<file path="config.mk">
export PLATFORM = sky130hd
export DESIGN_NAME = evp_cmd_controller
export DESIGN_NICKNAME = d
export VERILOG_FILES = /design/src/rtl/evp_pkg.sv /design/src/rtl/evp_coef_bank.sv /design/src/rtl/evp_cmd_controller.sv
export SDC_FILE = /design/constraint.sdc
export NUM_CORES = 2
export LEC_CHECK = 0
export ABC_CLOCK_PERIOD_IN_PS = 6800
export CAP_MARGIN = 20
export CORE_ASPECT_RATIO = 0.6
export CORE_MARGIN = 2
export CORE_UTILIZATION = 65
export CTS_CLUSTER_DIAMETER = 80
export DETAILED_ROUTE_END_ITERATION = 8
export GPL_TIMING_DRIVEN = 0
export PLACE_DENSITY = 0.93
export SLEW_MARGIN = 25
export SYNTH_ARGS = -nofsm -noshare
export SYNTH_HDL_FRONTEND = slang
export SYNTH_SLANG_ARGS = --single-unit
</file>
<file path="constraint.sdc">
create_clock -name clk -period 6.8 [get_ports clk]
set_input_delay 1.36 -clock clk [delete_from_list [all_inputs] [get_ports clk]]
set_output_delay 1.36 -clock clk [all_outputs]
set_load 0.02 [all_outputs]
</file>
<file path="src/rtl/evp_pkg.sv">
// Shared constants, field positions and FSM state type for the EVP command controller.
package evp_pkg;

  localparam int unsigned SLOTS   = 8;
  localparam int unsigned MAX_N   = 16;
  localparam int unsigned CW      = 16;
  localparam int unsigned TIMEOUT = 1024;

  localparam int unsigned SLOT_W = 3;
  localparam int unsigned N_W    = 5;
  localparam int unsigned IDX_W  = 4;
  localparam int unsigned WDOG_W = 10;

  localparam int unsigned OP_LSB   = 29;
  localparam int unsigned SLOT_LSB = 26;
  localparam int unsigned N_LSB    = 21;
  localparam int unsigned PAY_LSB  = 0;

  localparam logic [2:0] OP_STS = 3'b000;
  localparam logic [2:0] OP_EVP = 3'b001;
  localparam logic [2:0] OP_CLR = 3'b010;

  localparam logic [31:0] ST_OK      = 32'd0;
  localparam logic [31:0] ST_BADOP   = 32'd1;
  localparam logic [31:0] ST_BADN    = 32'd2;
  localparam logic [31:0] ST_EMPTY   = 32'd3;
  localparam logic [31:0] ST_TIMEOUT = 32'd4;

  localparam logic [N_W-1:0]    N_LIMIT   = N_W'(MAX_N);
  localparam logic [IDX_W-1:0]  CIDX_LAST = IDX_W'(MAX_N - 1);
  localparam logic [WDOG_W-1:0] WDOG_LAST = WDOG_W'(TIMEOUT - 1);

  typedef enum logic [2:0] {
    S_IDLE,
    S_DECODE,
    S_LOAD,
    S_START,
    S_WAIT,
    S_CAPTURE,
    S_RESPOND
  } evp_state_t;

endpackage

</file>
<file path="src/rtl/evp_coef_bank.sv">
// Coefficient register file: SLOTS x MAX_N x CW, one write port, one async read port,
// plus per-slot valid bit and stored coefficient count.
module evp_coef_bank
  import evp_pkg::*;
(
  input  logic              clk,
  input  logic              rst,
  input  logic [SLOT_W-1:0] slot,
  input  logic              we,
  input  logic [IDX_W-1:0]  wr_idx,
  input  logic [CW-1:0]     wr_data,
  input  logic              set_valid,
  input  logic [N_W-1:0]    set_n,
  input  logic              clr_valid,
  output logic              slot_valid,
  output logic [N_W-1:0]    slot_n,
  input  logic [SLOT_W-1:0] rd_slot,
  input  logic [IDX_W-1:0]  rd_idx,
  output logic [CW-1:0]     rd_data
);

  logic [CW-1:0]    coef  [SLOTS][MAX_N];
  logic [N_W-1:0]   n_tab [SLOTS];
  logic [SLOTS-1:0] valid;

  always_ff @(posedge clk or negedge rst) begin
    if (!rst) begin
      for (int unsigned s = 0; s < SLOTS; s++) begin
        n_tab[s] <= '0;
        for (int unsigned i = 0; i < MAX_N; i++) coef[s][i] <= '0;
      end
      valid <= '0;
    end else begin
      if (we) coef[slot][wr_idx] <= wr_data;
      if (set_valid) begin
        valid[slot] <= 1'b1;
        n_tab[slot] <= set_n;
      end else if (clr_valid) begin
        valid[slot] <= 1'b0;
      end
    end
  end

  assign slot_valid = valid[slot];
  assign slot_n     = n_tab[slot];
  assign rd_data    = coef[rd_slot][rd_idx];

endmodule

</file>
<file path="src/rtl/evp_cmd_controller.sv">
// Command sequencer for the polynomial evaluation engine (STS/EVP/CLR, start_evp/done_evp).
// Define EVP_TIMEOUT_EN to add a WAIT-state watchdog returning status 4.
module evp_cmd_controller
  import evp_pkg::*;
(
  input  logic              clk,
  input  logic              rst,
  input  logic [31:0]       cmd_data,
  input  logic              cmd_valid,
  output logic              cmd_ready,
  output logic [31:0]       rsp_result,
  output logic [31:0]       rsp_status,
  output logic              rsp_valid,
  input  logic              rsp_ready,
  output logic              start_evp,
  output logic [SLOT_W-1:0] evp_A,
  output logic [CW-1:0]     evp_x,
  output logic [N_W-1:0]    evp_N,
  output logic [CW-1:0]     evp_c_i,
  input  logic              en_rd_data,
  input  logic              en_rd_S,
  input  logic              en_rd_N,
  input  logic              done_evp,
  input  logic [31:0]       evp_result,
  input  logic [31:0]       evp_status
);

  evp_state_t state, state_n;

  logic              run_q;
  logic [2:0]        op_q;
  logic [SLOT_W-1:0] slot_q;
  logic [N_W-1:0]    n_q;
  logic [CW-1:0]     x_q;
  logic [N_W-1:0]    k_q;
  logic [IDX_W-1:0]  cidx;

  logic              bank_we, set_valid, clr_valid, rsp_load;
  logic              slot_valid;
  logic [N_W-1:0]    slot_n;
  logic [31:0]       res_n, st_n;
  logic              accept;

`ifdef EVP_TIMEOUT_EN
  logic [WDOG_W-1:0] wdog;
`endif

  logic unused_inputs;
  assign unused_inputs = ^{en_rd_data, cmd_data[20:16]};

  evp_coef_bank u_bank (
    .clk        (clk),
    .rst        (rst),
    .slot       (slot_q),
    .we         (bank_we),
    .wr_idx     (k_q[IDX_W-1:0]),
    .wr_data    (cmd_data[PAY_LSB +: CW]),
    .set_valid  (set_valid),
    .set_n      (n_q),
    .clr_valid  (clr_valid),
    .slot_valid (slot_valid),
    .slot_n     (slot_n),
    .rd_slot    (evp_A),
    .rd_idx     (cidx),
    .rd_data    (evp_c_i)
  );

  always_ff @(posedge clk or negedge rst) begin
    if (!rst) state <= S_IDLE;
    else      state <= state_n;
  end

  // run_q keeps cmd_ready low while reset is asserted even though the FSM sits in IDLE.
  always_comb begin
    state_n   = state;
    cmd_ready = 1'b0;
    start_evp = 1'b0;
    rsp_valid = 1'b0;
    bank_we   = 1'b0;
    set_valid = 1'b0;
    clr_valid = 1'b0;
    rsp_load  = 1'b0;
    res_n     = '0;
    st_n      = ST_OK;
    unique case (state)
      S_IDLE: begin
        cmd_ready = run_q;
        if (run_q && cmd_valid) state_n = S_DECODE;
      end
      S_DECODE: begin
        unique case (op_q)
          OP_STS: begin
            if (n_q != '0 && n_q <= N_LIMIT) begin
              clr_valid = 1'b1;
              state_n   = S_LOAD;
            end else begin
              rsp_load = 1'b1;
              st_n     = ST_BADN;
              state_n  = S_RESPOND;
            end
          end
          OP_EVP: begin
            if (slot_valid) begin
              state_n = S_START;
            end else begin
              rsp_load = 1'b1;
              st_n     = ST_EMPTY;
              state_n  = S_RESPOND;
            end
          end
          OP_CLR: begin
            clr_valid = 1'b1;
            rsp_load  = 1'b1;
            state_n   = S_RESPOND;
          end
          default: begin
            rsp_load = 1'b1;
            st_n     = ST_BADOP;
            state_n  = S_RESPOND;
          end
        endcase
      end
      S_LOAD: begin
        cmd_ready = 1'b1;
        if (cmd_valid) begin
          bank_we = 1'b1;
          if (k_q == n_q - 5'd1) begin
            set_valid = 1'b1;
            rsp_load  = 1'b1;
            state_n   = S_RESPOND;
          end
        end
      end
      S_START: begin
        start_evp = 1'b1;
        state_n   = S_WAIT;
      end
      S_WAIT: begin
        if (done_evp) begin
          state_n = S_CAPTURE;
        end
`ifdef EVP_TIMEOUT_EN
        else if (wdog == WDOG_LAST) begin
          rsp_load = 1'b1;
          st_n     = ST_TIMEOUT;
          state_n  = S_RESPOND;
        end
`endif
      end
      S_CAPTURE: begin
        rsp_load = 1'b1;
        res_n    = evp_result;
        st_n     = evp_status;
        state_n  = S_RESPOND;
      end
      S_RESPOND: begin
        rsp_valid = 1'b1;
        if (rsp_ready) state_n = S_IDLE;
      end
      default: state_n = S_IDLE;
    endcase
  end

  assign accept = (state == S_IDLE) && cmd_ready && cmd_valid;

  always_ff @(posedge clk or negedge rst) begin
    if (!rst) begin
      run_q      <= 1'b0;
      op_q       <= '0;
      slot_q     <= '0;
      n_q        <= '0;
      x_q        <= '0;
      k_q        <= '0;
      cidx       <= '0;
      evp_A      <= '0;
      evp_x      <= '0;
      evp_N      <= '0;
      rsp_result <= '0;
      rsp_status <= '0;
    end else begin
      run_q <= 1'b1;
      if (accept) begin
        op_q   <= cmd_data[OP_LSB +: 3];
        slot_q <= cmd_data[SLOT_LSB +: SLOT_W];
        n_q    <= cmd_data[N_LSB +: N_W];
        x_q    <= cmd_data[PAY_LSB +: CW];
        k_q    <= '0;
      end
      if (bank_we) k_q <= k_q + 5'd1;
      if (state == S_DECODE && state_n == S_START) begin
        evp_A <= slot_q;
        evp_x <= x_q;
        evp_N <= slot_n;
      end
      if (state == S_START) begin
        cidx <= '0;
      end else if (state == S_WAIT) begin
        if (en_rd_S && en_rd_N)                 cidx <= '0;
        else if (en_rd_S && cidx != CIDX_LAST)  cidx <= cidx + 4'd1;
      end
      if (rsp_load) begin
        rsp_result <= res_n;
        rsp_status <= st_n;
      end
    end
  end

`ifdef EVP_TIMEOUT_EN
  always_ff @(posedge clk or negedge rst) begin
    if (!rst)                 wdog <= '0;
    else if (state == S_START) wdog <= '0;
    else if (state == S_WAIT)  wdog <= wdog + 10'd1;
  end
`endif

endmodule
</file>
==> flow_summary.ini <==
[worst_hold_path]
hp-class = in2async

[outcome]
outcome = finished with violations
violations = design-rule violations, negative setup slack

[clocking]
cts-hold-fix-buffers = 0
clkTransAtPathRegs_ns = 0.07
clk_latency_ns = 0.89
cts-root-buf = clkbuf_16
numClockSinks = 2224
cts_tree = yes
cts_htree_levels = 4
clockBufferDepth = 3
cts_buffers = 190

[timing]
period_needed_ns = 7.183
hold_slack_ns = 0.3870
clock.fmax_ghz = 0.1392
tightest_slew_ns = 1.236
slew-limit-headroom = 0.1757
finalSetupViolations = 13
period_share = 1.056
finalClockSkew_ns = 0.03698
finalWorstSetupSlack_ns = -0.3835
final-hold-violation-count = 0
rsz0062_at_grt = true
slew_violations = 0

[setup_path]
path_class = reg2out
r2r_start = n_q[0]
cp-start-kind = flip-flop
arrival_ns = 5.82
worstRegToRegCells = 9
critPathLaunch = cidx[1]
path_max_fanout = 11
critical_path.endpoint_type = output port
required_ns = 5.44

[global_routing]
grt-ovfl-total = 0
grt_usage = 0.4493
grt_pass1_vias = 69203
grt_pass1_wl_um = 497600
grt_antenna_before_repair = 34
grt_max_degree = 150

[route]
ant_nets = 0
drt_wl_total_um = 354000
drc_errors = 7
via_count = 67885
dr.pass1.iters = 9
viasPerCell = 7.571
drtIter0Drc = 10607
wl_per_cell_um = 39.48

[power]
power_density_mw_per_mm2 = 355.5
ir_drop_mv = 0.4024
p_leak_nw = 52.99
finalPower_w = 0.03996

[synth]
synthCells = 6331
yosys_warnings = 0
netlist-cell-type-count = 67
synth_area_mm2 = 0.1002
avgSynthCellArea_um2 = 15.83
ys_async_sr_fraction = 1.000
ys_ff_latch = 2224
synth_edf_count = 0
synth_ff_type = dfrtp_1
synth_seq_area_share = 0.5553
synth_fp_nets = 6442

[flow_run]
maxCapViolCount = 0

[layout]
area_growth_pct = 12.17
drive_gt1_frac = 0.4972
final_nets = 6853
final_util = 0.7352
final_area_mm2 = 0.1124

[place]
dpl-instance-area_mm2 = 0.1055
io_buffers = 188
gp_congestion = 1.046
place_ws_ns = 0.06302
dp_hpwl_um = 250400

[die]
pin_count = 211
fp.coreArea_mm2 = 0.1529
die-area_mm2 = 0.1574
start_util = 0.6554
die_h_um = 308.2
rows = 111
die-width_um = 510.9
## cell usage after synthesis, drive strengths merged (4+ instances only)
cell type	count	area, um^2
nand2	120	550.5
nor2	94	833.3
mux2	2141	24180
o22ai	141	882.1
o31a	5	43.79
or4	5	37.54
mux2i	54	540.5
ha	7	87.58
nor3b	7	90.09
o211ai	8	60.06
o221ai	6	52.55
inv	6	22.52
nor4	38	252.7
and2	15	96.34
xnor2	7	61.31
and3b	4	35.03
nand3	24	120.1
dfrtp	2224	55650
or2	4	25.02
a22oi	113	848.3
a221oi	9	78.83
o21ai	14	70.07
nand3b	7	52.55
nor3	9	50.05
a22o	74	648.1
nor2b	12	75.07
mux4	496	11170
a31oi	7	50.05
or3b	4	35.03
nand2b	7	43.79
a41oi	5	43.79
and3	6	42.54
clkbuf	326	1225
buf	269	1768
a21oi	39	195.2
## repair_timing
action                     4_1_cts  5_1_grt
resized for setup               21       23
setup endpoints to repair       16       12
hold endpoints to repair         0        0
buffers inserted                 6        0
## layer usage
layer	up-vias	wire (um)	track usage
li1	24525	-	-
met1	35754	123900	0.5650
met2	6094	142300	0.5910
met3	1452	67580	0.2975
met4	60	17710	0.1960
met5	-	2490	0.1199
## kinds of logic (layout without fill, tap and decap cells)
kind of cell,after synthesis,after routing,share of synthesized area
flip-flops,2224,2224,0.5553
multiplexers,2691,2691,0.3581
other,1,32,0.00003742
AO/OA/AOI/OAI,433,433,0.03072
adder cells (fa/ha/maj),7,7,0.0008739
buffers and inverters,601,1171,0.03009
XOR/XNOR,9,9,0.0007866
AND/OR/NAND/NOR,365,365,0.02407
## flip-flops by register name (all words and copies together), names as in the netlist, named ones only
name / count
op_q: 3
slot_q: 3
evp_x: 16
u_bank.coef: 2048
evp_A: 3
u_bank.n_tab: 40
rsp_result: 32
run_q: 1
cidx: 4
x_q: 16
rsp_status: 32
n_q: 5
k_q: 5
evp_N: 5
state: 3
## layout by cell type (no fill, tap or decap), types with 14 or more instances in the layout
| master | netlist | final |
|---|---|---|
| clkbuf_8 | 0 | 58 |
| mux2_2 | 2110 | 2110 |
| clkinv_2 | 0 | 21 |
| clkbuf_2 | 1 | 48 |
| a22oi_1 | 113 | 113 |
| a21oi_1 | 39 | 37 |
| nand2_1 | 80 | 78 |
| nor4_1 | 37 | 19 |
| diode_2 | 0 | 31 |
| buf_4 | 58 | 62 |
| o22ai_1 | 141 | 141 |
| clkdlybuf4s50_1 | 0 | 187 |
| dfrtp_1 | 2224 | 2224 |
| nand3_1 | 24 | 23 |
| mux2_4 | 19 | 19 |
| bufinv_16 | 0 | 15 |
| buf_6 | 46 | 48 |
| clkbuf_16 | 0 | 194 |
| buf_16 | 0 | 21 |
| a22o_1 | 74 | 74 |
| o21ai_0 | 14 | 14 |
| nor2_4 | 64 | 64 |
| buf_2 | 134 | 155 |
| mux4_2 | 496 | 496 |
| mux2i_1 | 54 | 52 |
| nand2_2 | 40 | 42 |
| and2_1 | 14 | 14 |
| nor2_1 | 30 | 29 |
| clkbuf_1 | 325 | 319 |
| nor4_4 | 1 | 16 |
## area by class of cell
class | count | area [um^2]
Clock buffer | 293 | 5807
Buffer | 592 | 3064
Multi-Input combinational cell | 3506 | 41860
Fill cell | 8741 | 40490
Tap cell | 2034 | 2545
Timing Repair Buffer | 222 | 2587
Inverter | 6 | 22.52
Sequential cell | 2224 | 55650
Clock inverter | 58 | 803.3
Antenna cell | 31 | 77.57
## stage by stage
step	std cells	setup TNS, ns
after floorplan	6331	0
after global placement	8553	-
after detailed placement	8580	0
after CTS	8935	0
after global routing	8943	-0.06635
final	8966	-3.049
## worst paths after layout
path | endpoint | slack, ns
setup / recovery | evp_c_i[6] | -0.38
hold / removal | u_bank.coef[1426] | 0.39
setup reg to reg | rsp_status[8] | 2.92
hold reg to reg | u_bank.coef[1133] | 0.49
max in group asynchronous | rsp_status[18] | 3.18
min in group clk | u_bank.coef[1133] | 0.49
## critical path, cell delays in order (launching register included)
cell and delay, ns:
dfrtp_1 0.39, clkbuf_2 0.30, buf_2 0.36, nor2_1 0.61, clkbuf_2 0.49, clkbuf_2 0.61
a22oi_1 0.22, a21oi_2 0.63, nor4_4 0.16, a31oi_1 0.43, clkdlybuf4s50_1 0.69
## power breakdown
part           switching [W]  internal, W  total (W)
Combinational        0.00798      0.00463     0.0126
Sequential          0.000935       0.0147     0.0156
Clock                0.00528      0.00647     0.0118
Power figures use the tool's default switching activity.
